File: src/rtl/rom_arb_pkg.sv
// Shared definitions for the instruction/constant ROM arbiter: port identifiers
// and the per-port response bundle.
package rom_arb_pkg;

  localparam logic PORT_IF = 1'b0;
  localparam logic PORT_D  = 1'b1;

  typedef struct packed {
    logic        valid;
    logic [31:0] data;
    logic        err;
  } rsp_t;

endpackage

File: src/rtl/rom_arbiter_if.sv
// Request/response handshakes of the fetch and data-load ports toward the ROM arbiter.
interface rom_arbiter_if;

  logic        if_req_valid;
  logic        if_req_ready;
  logic [31:0] if_req_addr;
  logic        if_rsp_valid;
  logic        if_rsp_ready;
  logic [31:0] if_rsp_data;

  logic        d_req_valid;
  logic        d_req_ready;
  logic [31:0] d_req_addr;
  logic        d_rsp_valid;
  logic        d_rsp_ready;
  logic [31:0] d_rsp_data;
  logic        d_rsp_err;

  modport master (
    output if_req_valid, if_req_addr, if_rsp_ready,
    output d_req_valid, d_req_addr, d_rsp_ready,
    input  if_req_ready, if_rsp_valid, if_rsp_data,
    input  d_req_ready, d_rsp_valid, d_rsp_data, d_rsp_err
  );

  modport slave (
    input  if_req_valid, if_req_addr, if_rsp_ready,
    input  d_req_valid, d_req_addr, d_rsp_ready,
    output if_req_ready, if_rsp_valid, if_rsp_data,
    output d_req_ready, d_rsp_valid, d_rsp_data, d_rsp_err
  );

endinterface

File: src/rtl/rom_rsp_hold.sv
// Per-port response path: bypasses ROM data in the tag cycle and parks it in a
// hold register while the requester is not ready.
module rom_rsp_hold
  import rom_arb_pkg::*;
(
  input  logic        clk,
  input  logic        rst,
  input  logic        tag_hit,
  input  logic        tag_err,
  input  logic [31:0] rom_rdata,
  input  logic        rsp_ready,
  output rsp_t        rsp,
  output logic        eligible
);

  logic        hold_v;
  logic [31:0] hold_data;
  logic        hold_err;
  logic        rsp_valid;
  logic        capture;

  // Anything in flight or held while rst is high is dropped, never presented.
  assign rsp_valid = !rst && (hold_v || tag_hit);
  assign capture   = tag_hit && !hold_v && !rsp_ready;
  assign eligible  = !rsp_valid || rsp_ready;

  always_comb begin
    rsp = '0;
    if (rsp_valid) begin
      rsp.valid = 1'b1;
      rsp.data  = hold_v ? hold_data : rom_rdata;
      rsp.err   = hold_v ? hold_err : tag_err;
    end
  end

  always_ff @(posedge clk) begin
    if (rst) begin
      hold_v <= 1'b0;
    end else if (capture) begin
      hold_v <= 1'b1;
    end else if (hold_v && rsp_ready) begin
      hold_v <= 1'b0;
    end
  end

  always_ff @(posedge clk) begin
    if (capture) begin
      hold_data <= rom_rdata;
      hold_err  <= tag_err;
    end
  end

endmodule

File: src/rtl/rom_arbiter.sv
// Shares one 1-cycle-latency ROM between instruction fetch and data loads:
// data-first arbitration with a fetch starvation guard, response routing by tag.
module rom_arbiter
  import rom_arb_pkg::*;
#(
  parameter int unsigned STARVE_LIMIT = 4
) (
  input  logic         clk,
  input  logic         rst,
  rom_arbiter_if.slave bus,
  output logic [31:0]  rom_addr,
  input  logic [31:0]  rom_rdata
);

  localparam logic [3:0] LIMIT = 4'(STARVE_LIMIT);

  logic [3:0]  starve_cnt;
  logic        starve_hit;
  logic        if_elig;
  logic        d_elig;
  logic        if_grant;
  logic        d_grant;
  logic        any_grant;
  logic [31:0] last_addr_p1;
  logic        tag_v_p1;
  logic        tag_port_p1;
  logic        tag_err_p1;
  rsp_t        if_rsp;
  rsp_t        d_rsp;
  logic        if_err_unused;

  // Stage p0: arbitration and ROM address.
  assign starve_hit = (starve_cnt == LIMIT);

  assign bus.d_req_ready  = !rst && d_elig &&
                            !(starve_hit && bus.if_req_valid && if_elig);
  assign bus.if_req_ready = !rst && if_elig &&
                            (starve_hit || !(bus.d_req_valid && d_elig));

  assign d_grant   = bus.d_req_valid && bus.d_req_ready;
  assign if_grant  = bus.if_req_valid && bus.if_req_ready;
  assign any_grant = d_grant || if_grant;

  always_comb begin
    rom_addr = last_addr_p1;
    if (d_grant) begin
      rom_addr = bus.d_req_addr;
    end else if (if_grant) begin
      rom_addr = bus.if_req_addr;
    end
  end

  always_ff @(posedge clk) begin
    if (rst) begin
      tag_v_p1     <= 1'b0;
      starve_cnt   <= '0;
      last_addr_p1 <= '0;
    end else begin
      tag_v_p1 <= any_grant;
      if (!bus.if_req_valid || if_grant) begin
        starve_cnt <= '0;
      end else if (d_grant && !starve_hit) begin
        starve_cnt <= starve_cnt + 4'd1;
      end
      if (any_grant) begin
        last_addr_p1 <= rom_addr;
      end
    end
  end

  always_ff @(posedge clk) begin
    if (any_grant) begin
      tag_port_p1 <= d_grant ? PORT_D : PORT_IF;
      tag_err_p1  <= d_grant && (bus.d_req_addr[1:0] != 2'b00);
    end
  end

  // Stage p1: ROM data returns and is routed to the tagged port.
  rom_rsp_hold u_hold_if (
    .clk       (clk),
    .rst       (rst),
    .tag_hit   (tag_v_p1 && (tag_port_p1 == PORT_IF)),
    .tag_err   (1'b0),
    .rom_rdata (rom_rdata),
    .rsp_ready (bus.if_rsp_ready),
    .rsp       (if_rsp),
    .eligible  (if_elig)
  );

  rom_rsp_hold u_hold_d (
    .clk       (clk),
    .rst       (rst),
    .tag_hit   (tag_v_p1 && (tag_port_p1 == PORT_D)),
    .tag_err   (tag_err_p1),
    .rom_rdata (rom_rdata),
    .rsp_ready (bus.d_rsp_ready),
    .rsp       (d_rsp),
    .eligible  (d_elig)
  );

  assign bus.if_rsp_valid = if_rsp.valid;
  assign bus.if_rsp_data  = if_rsp.data;
  assign if_err_unused    = if_rsp.err;
  assign bus.d_rsp_valid  = d_rsp.valid;
  assign bus.d_rsp_data   = d_rsp.data;
  assign bus.d_rsp_err    = d_rsp.err;

endmodule

File: src/flat_wrapper.sv
// flat-port wrapper written by rule: the top's interface ports become plain ports
module rom_arbiter_flat import rom_arb_pkg::*;
#(
  parameter int unsigned STARVE_LIMIT = 4
)
  (clk, rst, rom_addr, rom_rdata, bus_if_req_valid, bus_if_req_addr, bus_if_rsp_ready, bus_d_req_valid, bus_d_req_addr, bus_d_rsp_ready, bus_if_req_ready, bus_if_rsp_valid, bus_if_rsp_data, bus_d_req_ready, bus_d_rsp_valid, bus_d_rsp_data, bus_d_rsp_err);
  rom_arbiter_if bus_i ();
  input  logic clk;
  input  logic rst;
  output logic [31:0] rom_addr;
  input  logic [31:0] rom_rdata;
  input wire logic [$bits(bus_i.if_req_valid)-1:0] bus_if_req_valid;
  input wire logic [$bits(bus_i.if_req_addr)-1:0] bus_if_req_addr;
  input wire logic [$bits(bus_i.if_rsp_ready)-1:0] bus_if_rsp_ready;
  input wire logic [$bits(bus_i.d_req_valid)-1:0] bus_d_req_valid;
  input wire logic [$bits(bus_i.d_req_addr)-1:0] bus_d_req_addr;
  input wire logic [$bits(bus_i.d_rsp_ready)-1:0] bus_d_rsp_ready;
  output wire logic [$bits(bus_i.if_req_ready)-1:0] bus_if_req_ready;
  output wire logic [$bits(bus_i.if_rsp_valid)-1:0] bus_if_rsp_valid;
  output wire logic [$bits(bus_i.if_rsp_data)-1:0] bus_if_rsp_data;
  output wire logic [$bits(bus_i.d_req_ready)-1:0] bus_d_req_ready;
  output wire logic [$bits(bus_i.d_rsp_valid)-1:0] bus_d_rsp_valid;
  output wire logic [$bits(bus_i.d_rsp_data)-1:0] bus_d_rsp_data;
  output wire logic [$bits(bus_i.d_rsp_err)-1:0] bus_d_rsp_err;
  assign bus_i.if_req_valid = bus_if_req_valid;
  assign bus_i.if_req_addr = bus_if_req_addr;
  assign bus_i.if_rsp_ready = bus_if_rsp_ready;
  assign bus_i.d_req_valid = bus_d_req_valid;
  assign bus_i.d_req_addr = bus_d_req_addr;
  assign bus_i.d_rsp_ready = bus_d_rsp_ready;
  assign bus_if_req_ready = bus_i.if_req_ready;
  assign bus_if_rsp_valid = bus_i.if_rsp_valid;
  assign bus_if_rsp_data = bus_i.if_rsp_data;
  assign bus_d_req_ready = bus_i.d_req_ready;
  assign bus_d_rsp_valid = bus_i.d_rsp_valid;
  assign bus_d_rsp_data = bus_i.d_rsp_data;
  assign bus_d_rsp_err = bus_i.d_rsp_err;
  rom_arbiter #(.STARVE_LIMIT(STARVE_LIMIT)) u_core (.clk(clk), .rst(rst), .bus(bus_i), .rom_addr(rom_addr), .rom_rdata(rom_rdata));
endmodule
File: config.mk
export PLATFORM = sky130hd
export DESIGN_NAME = rom_arbiter_flat
export DESIGN_NICKNAME = d
export VERILOG_FILES = /design/src/rtl/rom_arb_pkg.sv /design/src/rtl/rom_arbiter_if.sv /design/src/rtl/rom_rsp_hold.sv /design/src/rtl/rom_arbiter.sv /design/src/flat_wrapper.sv
export SDC_FILE = /design/constraint.sdc
export NUM_CORES = 1
export LEC_CHECK = 0
export BUFFER_PORTS_ARGS = -buffer_cell sky130_fd_sc_hd__buf_2
export CORE_ASPECT_RATIO = 1.1
export CORE_MARGIN = 10
export CORE_UTILIZATION = 40
export CTS_CLUSTER_SIZE = 28
export DETAILED_ROUTE_END_ITERATION = 10
export PLACE_DENSITY = 0.67
export REMOVE_ABC_BUFFERS = 1
export SLEW_MARGIN = 20
export SYNTH_ARGS = -nofsm -noshare
export SYNTH_HDL_FRONTEND = slang
export SYNTH_SLANG_ARGS = --single-unit
File: constraint.sdc
create_clock -name clk -period 7.45 [get_ports clk]
set_input_delay 0.3725 -clock clk [delete_from_list [all_inputs] [get_ports clk]]
set_output_delay 0.3725 -clock clk [all_outputs]
set_load 0.02 [all_outputs]
# Word-level counts from Yosys, hierarchy flattened

Cells that the tools add are included.

$add $sub $neg: 1
Eq/ne operators: 1
Multiplexer cells: 12
Bitwise operators: 1
Reductions and logical operators: 43

Operators by type and width:

| cell                | count |
|---|---|
| $mux 32             | 4 |
| $mux 34             | 2 |
| $logic_and 1x1->1   | 21 |
| $logic_not 1->1     | 11 |
| $logic_or 1x1->1    | 7 |
| $mux 1              | 6 |
| $reduce_bool 2->1   | 3 |
| $add 4x1->4 const B | 1 |
| $eq 4x3->1 const B  | 1 |
| $reduce_or 2->1     | 1 |
| $not 1->1           | 1 |

Flip-flop bits (word level): 106
Output and inout port bits: 101
Logic and storage cells: 68

# Depth between registers and ports, before layout

Gate-level depths: netlist of run 1.

Word-level depth: 12
Depth in mapped cells: 10

# Modules after synthesis

A second synthesis of run 1 with hierarchy kept.

Cells, all modules: 581
Area total of the unflattened synthesis: 5781.8 µm²

By module, submodules not included:

| module       | instances | cells an instance | area an instance (µm²) | sequential area each (µm²) |
|---|---|---|---|---|
| rom_rsp_hold | 2         | 154               | 1775.5                 | 1011.0 |
| rom_arbiter  | 1         | 273               | 2230.9                 | 800.8 |

# Worst setup path after synthesis of run 1

No wires, ideal clock.

Path kind: reg2reg
From: register u_core.u_hold_if.hold_v
To: register u_core.u_hold_if.hold_data[0], enable pin
Setup time: 468 ps
Data arrival time: 3183 ps
Required time: 6982 ps
Setup slack: 3799 ps
Cell stages (with the launch flop): 4
Path buffers: 2
Clock period less this slack: 3651 ps
Cell sequence: dfxtp_1 -> buf_2 -> buf_1 -> nor3b_1

Longest elaborated chain between the ends: 3

Ends and longest elaborated chain:

| what                           | line               | source |
|---|---|---|
| from (decl)                    | rom_rsp_hold.sv:16 | `logic hold_v;` |
| from (signal assigned)         | rom_rsp_hold.sv:38 | `hold_v <= 1'b0;` |
| from (signal assigned)         | rom_rsp_hold.sv:40 | `hold_v <= 1'b1;` |
| from (signal assigned)         | rom_rsp_hold.sv:42 | `hold_v <= 1'b0;` |
| $logic_not 1->1                | rom_rsp_hold.sv:24 | `assign capture = tag_hit && !hold_v && !rsp_ready;` |
| $logic_and 1x1->1 (2 in a row) | rom_rsp_hold.sv:24 |  |
| net u_core.u_hold_if.capture   | rom_rsp_hold.sv:20 | `logic capture;` |
| to (signal assigned)           | rom_rsp_hold.sv:48 | `hold_data <= rom_rdata;` |
| to (decl)                      | rom_rsp_hold.sv:17 | `logic [31:0] hold_data;` |

The timed path passes the listed nets, and every way through them passes these cells.
A chain may end at the register's enable or synchronous reset.

# Worst setup path after layout of run 1

From: input rst
To: output rom_addr[19]

Longest elaborated chain between the ends: 11
Elaborated cells between the ends (all ways): 20
Classes of those cells: mux (2); reduce/logical (18)

Ends and longest elaborated chain:

| what                | line                                                     | source |
|---|---|---|
| from (decl)         | flat_wrapper.sv:9                                        | `input logic rst;` |
| $logic_not 1->1 (*) | rom_rsp_hold.sv:23, rom_arbiter.sv:35, rom_arbiter.sv:37 |  |
| $logic_and 1x1->1   | rom_rsp_hold.sv:23                                       | `assign rsp_valid = !rst && (hold_v \|\| tag_hit);` |
| $logic_not 1->1     | rom_rsp_hold.sv:25                                       | `assign eligible = !rsp_valid \|\| rsp_ready;` |
| $logic_or 1x1->1    | rom_rsp_hold.sv:25                                       |  |
| $logic_and 1x1->1   | rom_arbiter.sv:38                                        | `(starve_hit \|\| !(bus.d_req_valid && d_elig));` |
| $logic_not 1->1     | rom_arbiter.sv:38                                        |  |
| $logic_or 1x1->1    | rom_arbiter.sv:38                                        |  |
| $logic_and 1x1->1   | rom_arbiter.sv:37                                        | `assign bus.if_req_ready = !rst && if_elig &&` |
| $logic_and 1x1->1   | rom_arbiter.sv:41                                        | `assign if_grant = bus.if_req_valid && bus.if_req_ready;` |
| $mux 32             | rom_arbiter.sv:48                                        | `end else if (if_grant) begin` |
| $mux 32 (*)         | rom_arbiter.sv:46                                        | `if (d_grant) begin` |
| to (decl)           | flat_wrapper.sv:10                                       | `output logic [31:0] rom_addr;` |

Every way passes the cells marked *; elsewhere a longest branch is shown, timed or not.

==> results.sh, run 1 <==
export IMPL_clockRootBuffer="clkbuf_16"
export IMPL_grtUsageTotal_pct=14.72
export IMPL_synth_seq_cells=106
export IMPL_synth_seq_area_share_pct=51.67
export IMPL_die_width_um=130.8
export IMPL_post_dp_cell_area_um2=6465
export IMPL_synth_flop_cell="edfxtp_1"
export IMPL_slew_limit_headroom_pct=39.13
export IMPL_crit_path_max_fanout=46
export IMPL_routed_via_count=4011
export IMPL_hpwl_um=10620
export IMPL_most_numerous_cell_types_in_the_synthesized_netlist="nor2_1 (78), edfxtp_1 (67), mux2i_1 (66)"
export IMPL_rsz_0062_raised_after_global_routing="no"
export IMPL_worst_setup_hold_path_clk_slew_ns=0.07
export IMPL_core_area_um2=13210
export IMPL_post_synth_edffs=67
export IMPL_outcome="completed"
export IMPL_post_synth_top_area_fraction_pct=37.22
export IMPL_port_buffer_count=202
export IMPL_gpl_final_weighted_congestion=0.8119
export IMPL_viasPerCell=5.020
export IMPL_hp_class="in2reg"
export IMPL_cts_buffers=9
export IMPL_die_area_um2=18570
export IMPL_drt_initial_drc_count=190
export IMPL_htree_levels=3
export IMPL_pwr_per_cell_area_nw_per_um2=210.9
export IMPL_wire_length_of_the_first_global_routing_pass_um=22010
export IMPL_io_pins=203
export IMPL_final_fill_count=1173
export IMPL_post_route_cells_drive_above_1_share_pct=42.63
export IMPL_worstMarginPinSlew_ns=0.9080
export IMPL_worstSkewPairLatency_ns=0.33
export IMPL_final_period_minus_worst_setup_slack_ns=3.907
export IMPL_hold_viol=0
export IMPL_number_of_buffers_inserted_by_hold_repair_at_cts=0
export IMPL_yosysUniqueCellTypes=40
export IMPL_synth_area_leader_cell="edfxtp_1"
export IMPL_core_rowCount=44
export IMPL_leakage_nw=2.749
export IMPL_max_cap_violations=0
export IMPL_drtAntennaViolNets=0
export IMPL_post_cts_buffers=0
export IMPL_cp_required_ns=7.08
export IMPL_nNetsFinal=737
export IMPL_grt_max_degree=47
export IMPL_cts_resized=0
export IMPL_final_setup_tns_ns=0
export IMPL_finalCoreUtilization_pct=51.32
export IMPL_worst_setup_path_end_kind="primary output"
export IMPL_ys_warn_count=0
export IMPL_synth_cells=446
export IMPL_first_global_vias=4266
export IMPL_postSynth_asyncResetShare_pct=0
export IMPL_layout_area_overhead_vs_synth_pct=25.44
export IMPL_drt_pass1_iterations=4
export IMPL_stdcell_area_um2=6780
export IMPL_cts_path_max_buffers=2
export IMPL_post_route_period_util_pct=52.44
export IMPL_antenna_cells_inserted=0
export IMPL_yosysMostFrequentCell="nor2_1"
export IMPL_report_final_slew_viol_count=0
export IMPL_clock_sinks=106
export IMPL_grt_antenna_before_repair=1
export IMPL_die_y_um=141.9
export IMPL_route_detailed_drc=0
export IMPL_tritoncts="built"
export IMPL_worst_ir_drop_vdd_uv=102.0
export IMPL_crit_type="in2out"
export IMPL_initial_core_util_pct=40.91
export IMPL_setup_viol_count_final=0
export IMPL_worst_ep_arrival_time_ns=3.53
export IMPL_routed_wirelength_um=14150
export IMPL_fmax_mhz=256.0
export IMPL_startpoint_type="input port"
export IMPL_worst_clock_skew_ns=0.005671
export IMPL_drt_wirelength_per_cell_um=17.71
export IMPL_syn_mean_instance_area_um2=12.12
export IMPL_yosys_top_cells_area="edfxtp_1 (37%), dfxtp_1 (14%), mux2i_1 (12%)"
export IMPL_global_route_overflow_total=0
export IMPL_post_synth_instance_area_um2=5405
metrics by stage:
step	hold slack (ns)	power, W	std cells	worst slack (ns)
after detailed placement	0.4469	0.0009645	783	3.570
after global routing	0.2399	0.001499	799	3.336
after CTS	0.2438	0.001448	799	3.545
after floorplan	0.4257	0.0008538	413	3.108
after global placement	0.4494	0.0009586	783	3.688
final	0.2547	0.001430	799	3.543
placed cells by master (no fill, tap or decap), types with 2 or more instances in the layout:
cell type  Yosys  layout
ha_1           2       2
inv_1         38      38
a22oi_2       10      10
nand2_1        4       4
buf_2          8     202
nor2b_1        2       2
xnor2_1        3       3
nor2_1        78      78
o31ai_1        5       5
mux2i_1       66      66
clkbuf_16      0      10
clkbuf_1      13       2
o21ai_1       23      23
o21ai_0       10      10
a22oi_1       22      22
edfxtp_1      67      67
buf_4          3       7
dfxtp_1       39      37
o31ai_4       27      27
kinds of logic (layout without fill, tap and decap cells):
family,count (synthesis),count (layout),share of synthesized area [%]
adder cells (fa/ha/maj),2,2,0.4629
AND/OR/NAND/NOR,93,93,7.245
AO/OA/AOI/OAI,104,104,21.11
flip-flops,106,106,51.67
multiplexers,66,66,12.22
XOR/XNOR,3,3,0.4862
buffers and inverters,72,264,6.806
state kept, by name, indices dropped and copies added, names as in the netlist:
name	cells
u_core.u_hold_d.hold_data	32
u_core.last_addr_p1	32
u_core.u_hold_if.hold_data	32
u_core.tag_v_p1	1
u_core.tag_port_p1	1
u_core.starve_cnt	4
u_core.tag_err_p1	1
u_core.u_hold_d.hold_err	1
u_core.u_hold_if.hold_v	1
u_core.u_hold_d.hold_v	1
critical path: stages:
cell and delay (ns):
buf_2 0.07, buf_4 0.66, nor2_1 0.11, o21ai_2 0.14, and3_1 0.19, buf_4 0.36
nand2b_4 0.43, buf_4 0.70, o21ai_0 0.20, buf_2 0.20
final timing paths:
kind	from	end	slack, ns	cells after the start
setup / recovery	rst	rom_addr[19]	3.54	10
hold / removal	rom_rdata[17]	u_core.u_hold_if.hold_data[17]$_DFFE_PP_	0.25	1
setup reg to reg	u_core.tag_port_p1$_DFFE_PP_	u_core.tag_port_p1$_DFFE_PP_	4.53	6
hold reg to reg	u_core.tag_err_p1$_DFFE_PP_	u_core.u_hold_d.hold_err$_DFFE_PP_	0.46	0
routing by layer:
| layer | vias up | wire length (um) | track usage (%) |
|---|---|---|---|
| li1 | 1984 | - | - |
| met3 | 10 | 1503 | 5.963 |
| met1 | 1837 | 6369 | 18.42 |
| met4 | 0 | 131 | 3.925 |
| met2 | 180 | 6141 | 22.98 |
| met5 | - | 0 | 0 |
area by class of cell:
type | instances | area (um2) | area share, %
flip-flops and latches | 106 | 2798 | 41.26
multi-input cells | 268 | 2265 | 33.40
repair buffers | 209 | 1064 | 15.69
clock buffers | 12 | 257.7 | 3.801
well taps | 161 | 201.4 | 2.971
inverters | 39 | 146.4 | 2.159
clock inverters | 4 | 48.80 | 0.7197
power breakdown:
| part | leakage [nW] | switching, W | internal (W) |
|---|---|---|---|
| clock network | 0.150 | 0.000200 | 0.000281 |
| registers | 0.936 | 0.0000127 | 0.000656 |
| logic | 1.66 | 0.000179 | 0.000102 |
Power figures use the tool's default switching activity.
==> run 2: changes to the inputs <==
clock period = 3.9 ns   (was 7.45 ns; I/O delays follow)
==> results.sh, run 2 (synthesis results as in run 1) <==
export IMPL_crit_type="reg2out"
export IMPL_worst_ep_arrival_time_ns=2.90
export IMPL_cts_path_max_buffers=2
export IMPL_core_rowCount=44
export IMPL_rsz_0062_raised_after_global_routing="no"
export IMPL_drt_wirelength_per_cell_um=17.50
export IMPL_outcome="completed"
export IMPL_first_global_vias=4212
export IMPL_grt_max_degree=53
export IMPL_leakage_nw=2.749
export IMPL_layout_area_overhead_vs_synth_pct=25.32
export IMPL_post_cts_buffers=0
export IMPL_port_buffer_count=202
export IMPL_crit_path_max_fanout=52
export IMPL_drt_initial_drc_count=144
export IMPL_routed_via_count=4007
export IMPL_post_route_period_util_pct=79.23
export IMPL_layout_commonest_cell="buf_2"
export IMPL_hold_viol=0
export IMPL_viasPerCell=4.996
export IMPL_pwr_per_cell_area_nw_per_um2=391.1
export IMPL_die_area_um2=18570
export IMPL_worst_setup_hold_path_clk_slew_ns=0.07
export IMPL_htree_levels=3
export IMPL_slew_limit_headroom_pct=46.85
export IMPL_p_total_w=0.002649
export IMPL_worstMarginPinSlew_ns=0.7973
export IMPL_finalCoreUtilization_pct=51.27
export IMPL_timing_critical_path_max_delay_family="buffers and inverters"
export IMPL_final_period_minus_worst_setup_slack_ns=3.090
export IMPL_post_route_cells_drive_above_1_share_pct=43.28
export IMPL_route_detailed_drc=0
export IMPL_layout_cells_most_common_list="buf_2 (202), nor2_1 (78), edfxtp_1 (67)"
export IMPL_initial_core_util_pct=40.91
export IMPL_layout_setup_ws_ns=0.8099
export IMPL_nNetsFinal=739
export IMPL_tritoncts="built"
export IMPL_startpoint_type="flop"
export IMPL_number_of_buffers_inserted_by_hold_repair_at_cts=0
export IMPL_io_pins=203
export IMPL_wire_length_of_the_first_global_routing_pass_um=21860
export IMPL_drt_pass1_iterations=4
export IMPL_global_route_overflow_total=0
export IMPL_core_area_um2=13210
export IMPL_grt_antenna_before_repair=2
export IMPL_gpl_final_weighted_congestion=0.8500
export IMPL_crit_buf_inv=4
export IMPL_max_cap_violations=0
export IMPL_die_width_um=130.8
export IMPL_grtUsageTotal_pct=14.70
export IMPL_crit_slowest_cell="nand2b_4"
export IMPL_cp_required_ns=3.70
export IMPL_clock_sinks=106
export IMPL_crit_path_cell_trace="inv_1 -> ha_1 -> nand3b_1 -> o311ai_2 -> and3_1 -> buf_4 -> nand2b_4 -> buf_12 -> o21ai_0 -> buf_2"
export IMPL_post_place_ws_ns=1.222
export IMPL_drtAntennaViolNets=0
export IMPL_hp_class="in2reg"
export IMPL_worst_ir_drop_vdd_uv=203.7
export IMPL_biggestRegsByFlops="u_core.last_addr_p1 x32, u_core.u_hold_d.hold_data x32, u_core.u_hold_if.hold_data x32"
export IMPL_cts_resized=0
export IMPL_hpwl_um=10310
export IMPL_die_y_um=141.9
export IMPL_fmax_mhz=323.6
export IMPL_routed_wirelength_um=14040
export IMPL_clockRootBuffer="clkbuf_16"
export IMPL_report_final_slew_viol_count=0
export IMPL_setup_viol_count_final=0
export IMPL_worstSkewPairLatency_ns=0.34
export IMPL_worst_setup_path_end_kind="primary output"
export IMPL_worst_clock_skew_ns=0.007127
export IMPL_slowest_delay_ns=0.40
export IMPL_cts_buffers=9
run 2: cell types whose count changed in the layout (fill, tap and decap cells not counted), sizes merged:
cell,before,now
clkinv,2,5
bufinv,1,0
clkinvlp,0,1
buf,209,211
clkbuf,12,9
diode,0,1
run 2: layout make-up:
class	count	area, um2
antenna	1	2.502
clock buffer	9	225.2
clock inverter	7	53.80
fill	1208	6439
inverter	39	146.4
multi-input combinational	268	2258
sequential	106	2795
tap	161	201.4
timing repair buffer	211	1091
run 2: worst paths after layout:
check,startpoint,endpoint,slack [ns],cells past startpoint
hold reg to reg,u_core.tag_err_p1$_DFFE_PP_,u_core.u_hold_d.hold_err$_DFFE_PP_,0.46,0
setup reg to reg,u_core.starve_cnt[0]$_SDFFE_PP0P_,u_core.tag_err_p1$_DFFE_PP_,1.40,8
hold / removal,rom_rdata[19],u_core.u_hold_d.hold_data[19]$_DFFE_PP_,0.07,1
setup / recovery,u_core.starve_cnt[0]$_SDFFE_PP0P_,rom_addr[19],0.81,10
run 2: power by group:
| part | switching (W) | leakage, nW | total [W] | internal [W] |
|---|---|---|---|---|
| Sequential | 0.0000165 | 0.936 | 0.00127 | 0.00125 |
| Clock | 0.000398 | 0.136 | 0.000835 | 0.000437 |
| Combinational | 0.000347 | 1.68 | 0.000545 | 0.000198 |
| Total | 0.000761 | 2.75 | 0.00265 | 0.00189 |
run 2: metrics by stage:
step	cell area [um2]	setup TNS, ns	instances	hold slack (ns)
after detailed placement	6492	0	785	0.4220
after floorplan	5184	-5.560	413	0.2674
after CTS	6771	0	801	0.05204
final	6774	0	802	0.06991
after global placement	6492	0	785	0.4103
after global routing	6771	0	801	0.05182
run 2: layer usage:
| layer | vias to the layer above | global-route usage, % | share of wire [%] |
|---|---|---|---|
| met5 | - | 0 | 0 |
| met4 | 0 | 4.452 | 0.92 |
| met3 | 10 | 5.703 | 10 |
| met2 | 180 | 22.34 | 43 |
| met1 | 1828 | 18.87 | 46 |
| li1 | 1989 | - | - |
==> run 3: changes to the inputs <==
clock period = 3.05 ns   (was 3.9 ns; I/O delays follow)
==> results.sh, run 3 (synthesis results as in run 1) <==
export IMPL_initial_core_util_pct=40.91
export IMPL_cts_path_max_buffers=2
export IMPL_gpl_final_weighted_congestion=0.8359
export IMPL_final_setup_tns_ns=0
export IMPL_rsz_0062_raised_after_global_routing="no"
export IMPL_grt_antenna_before_repair=2
export IMPL_io_pins=203
export IMPL_post_cts_buffers=0
export IMPL_worstSkewPairLatency_ns=0.34
export IMPL_antenna_cells_inserted=0
export IMPL_worst_setup_hold_path_clk_slew_ns=0.07
export IMPL_instances_no_fill=804
export IMPL_clockRootBuffer="clkbuf_16"
export IMPL_hpwl_um=10770
export IMPL_crit_buf_inv=2
export IMPL_max_cap_violations=0
export IMPL_die_width_um=130.8
export IMPL_first_global_vias=4345
export IMPL_route_detailed_drc=0
export IMPL_core_rowCount=44
export IMPL_final_fill_count=1152
export IMPL_pwr_per_cell_area_nw_per_um2=521.1
export IMPL_wire_length_of_the_first_global_routing_pass_um=22590
export IMPL_viasPerCell=5.149
export IMPL_htree_levels=3
export IMPL_crit_path_cell_trace="a21oi_4 -> o21ai_0 -> a31o_2 -> inv_2 -> a22oi_1 -> o21ai_1 -> buf_2"
export IMPL_crit_slowest_cell="edfxtp_1"
export IMPL_post_route_cells_drive_above_1_share_pct=43.39
export IMPL_layout_commonest_cell="buf_2"
export IMPL_worst_setup_path_end_kind="primary output"
export IMPL_layout_area_overhead_vs_synth_pct=26.64
export IMPL_placed_cells=788
export IMPL_leakage_nw=2.782
export IMPL_cts_buffers=9
export IMPL_routed_wirelength_um=14720
export IMPL_outcome="completed"
export IMPL_number_of_buffers_inserted_by_hold_repair_at_cts=0
export IMPL_grt_max_degree=36
export IMPL_biggestRegsByFlops="u_core.last_addr_p1 x32, u_core.u_hold_d.hold_data x32, u_core.u_hold_if.hold_data x32"
export IMPL_multiInputGateArea_um2=2258
export IMPL_setup_viol_count_final=0
export IMPL_layout_cells_most_common_list="buf_2 (202), nor2_1 (78), edfxtp_1 (67)"
export IMPL_layout_setup_ws_ns=0.3047
export IMPL_die_area_um2=18570
export IMPL_clock_sinks=106
export IMPL_hp_class="in2reg"
export IMPL_worstMarginPinSlew_ns=0.8143
export IMPL_worst_clock_skew_ns=0.01263
export IMPL_worst_ir_drop_vdd_uv=261.6
export IMPL_cts_resized=0
export IMPL_routed_via_count=4140
export IMPL_slowest_delay_ns=0.49
export IMPL_grtUsageTotal_pct=15.28
export IMPL_drtAntennaViolNets=0
export IMPL_port_buffer_count=202
export IMPL_final_period_minus_worst_setup_slack_ns=2.745
export IMPL_worst_ep_arrival_time_ns=2.59
export IMPL_post_place_ws_ns=0.7005
export IMPL_hold_viol=0
export IMPL_die_y_um=141.9
export IMPL_drt_initial_drc_count=194
export IMPL_nNetsFinal=742
export IMPL_post_route_period_util_pct=90.01
export IMPL_finalCoreUtilization_pct=51.81
export IMPL_tritoncts="built"
export IMPL_timing_critical_path_max_delay_family="compound AO/OA/AOI/OAI gates"
export IMPL_cp_required_ns=2.90
export IMPL_crit_path_max_fanout=33
export IMPL_global_route_overflow_total=0
export IMPL_crit_type="reg2out"
export IMPL_drt_pass1_iterations=5
export IMPL_startpoint_type="flop"
export IMPL_area_sequential_um2=2795
export IMPL_report_final_slew_viol_count=0
export IMPL_slew_limit_headroom_pct=45.71
export IMPL_core_area_um2=13210
export IMPL_drt_wirelength_per_cell_um=18.30
export IMPL_fmax_mhz=364.3
## run 3: worst paths after layout
path                                            start                                       to  slack, ns  depth (start not counted)
setup / recovery         u_core.tag_port_p1$_DFFE_PP_                              rom_addr[8]       0.30                          7
hold / removal                          rom_rdata[19]  u_core.u_hold_d.hold_data[19]$_DFFE_PP_       0.03                          1
setup reg to reg    u_core.starve_cnt[0]$_SDFFE_PP0P_      u_core.last_addr_p1[4]$_SDFFE_PP0P_       0.90                          9
hold reg to reg   u_core.last_addr_p1[1]$_SDFFE_PP0P_      u_core.last_addr_p1[1]$_SDFFE_PP0P_       0.48                          2
## run 3: per-layer routing
layer | GRT usage (%) | routed length [um] | vias to the layer above
li1 | - | - | 1993
met3 | 6.933 | 1800 | 21
met2 | 24.21 | 6560 | 204
met1 | 18.04 | 6137 | 1922
met4 | 4.862 | 216 | 0
met5 | 0 | 0 | -
## run 3: where the power goes
part,switching (W),internal (W),leakage [nW]
Sequential,0.0000222,0.00160,0.936
Combinational,0.000450,0.000261,1.70
Clock,0.000513,0.000718,0.149
Total,0.000985,0.00258,2.78
## run 3: through the flow
step                total power, W  area [um2]  hold slack [ns]
finish                    0.003567        6845          0.02768
global route              0.003725        6845          0.02251
CTS                       0.003617        6845          0.01367
detailed placement        0.002372        6528           0.3789
global placement          0.002357        6528           0.3695
floorplan                 0.002086        5184           0.2249
## run 3: cell type report
class	count	area share, %
clock buffer	9	3.290
clock inverter	7	1.353
inverter	39	2.139
multi-input combinational	268	32.99
sequential	106	40.83
tap	161	2.943
timing repair buffer	214	16.45
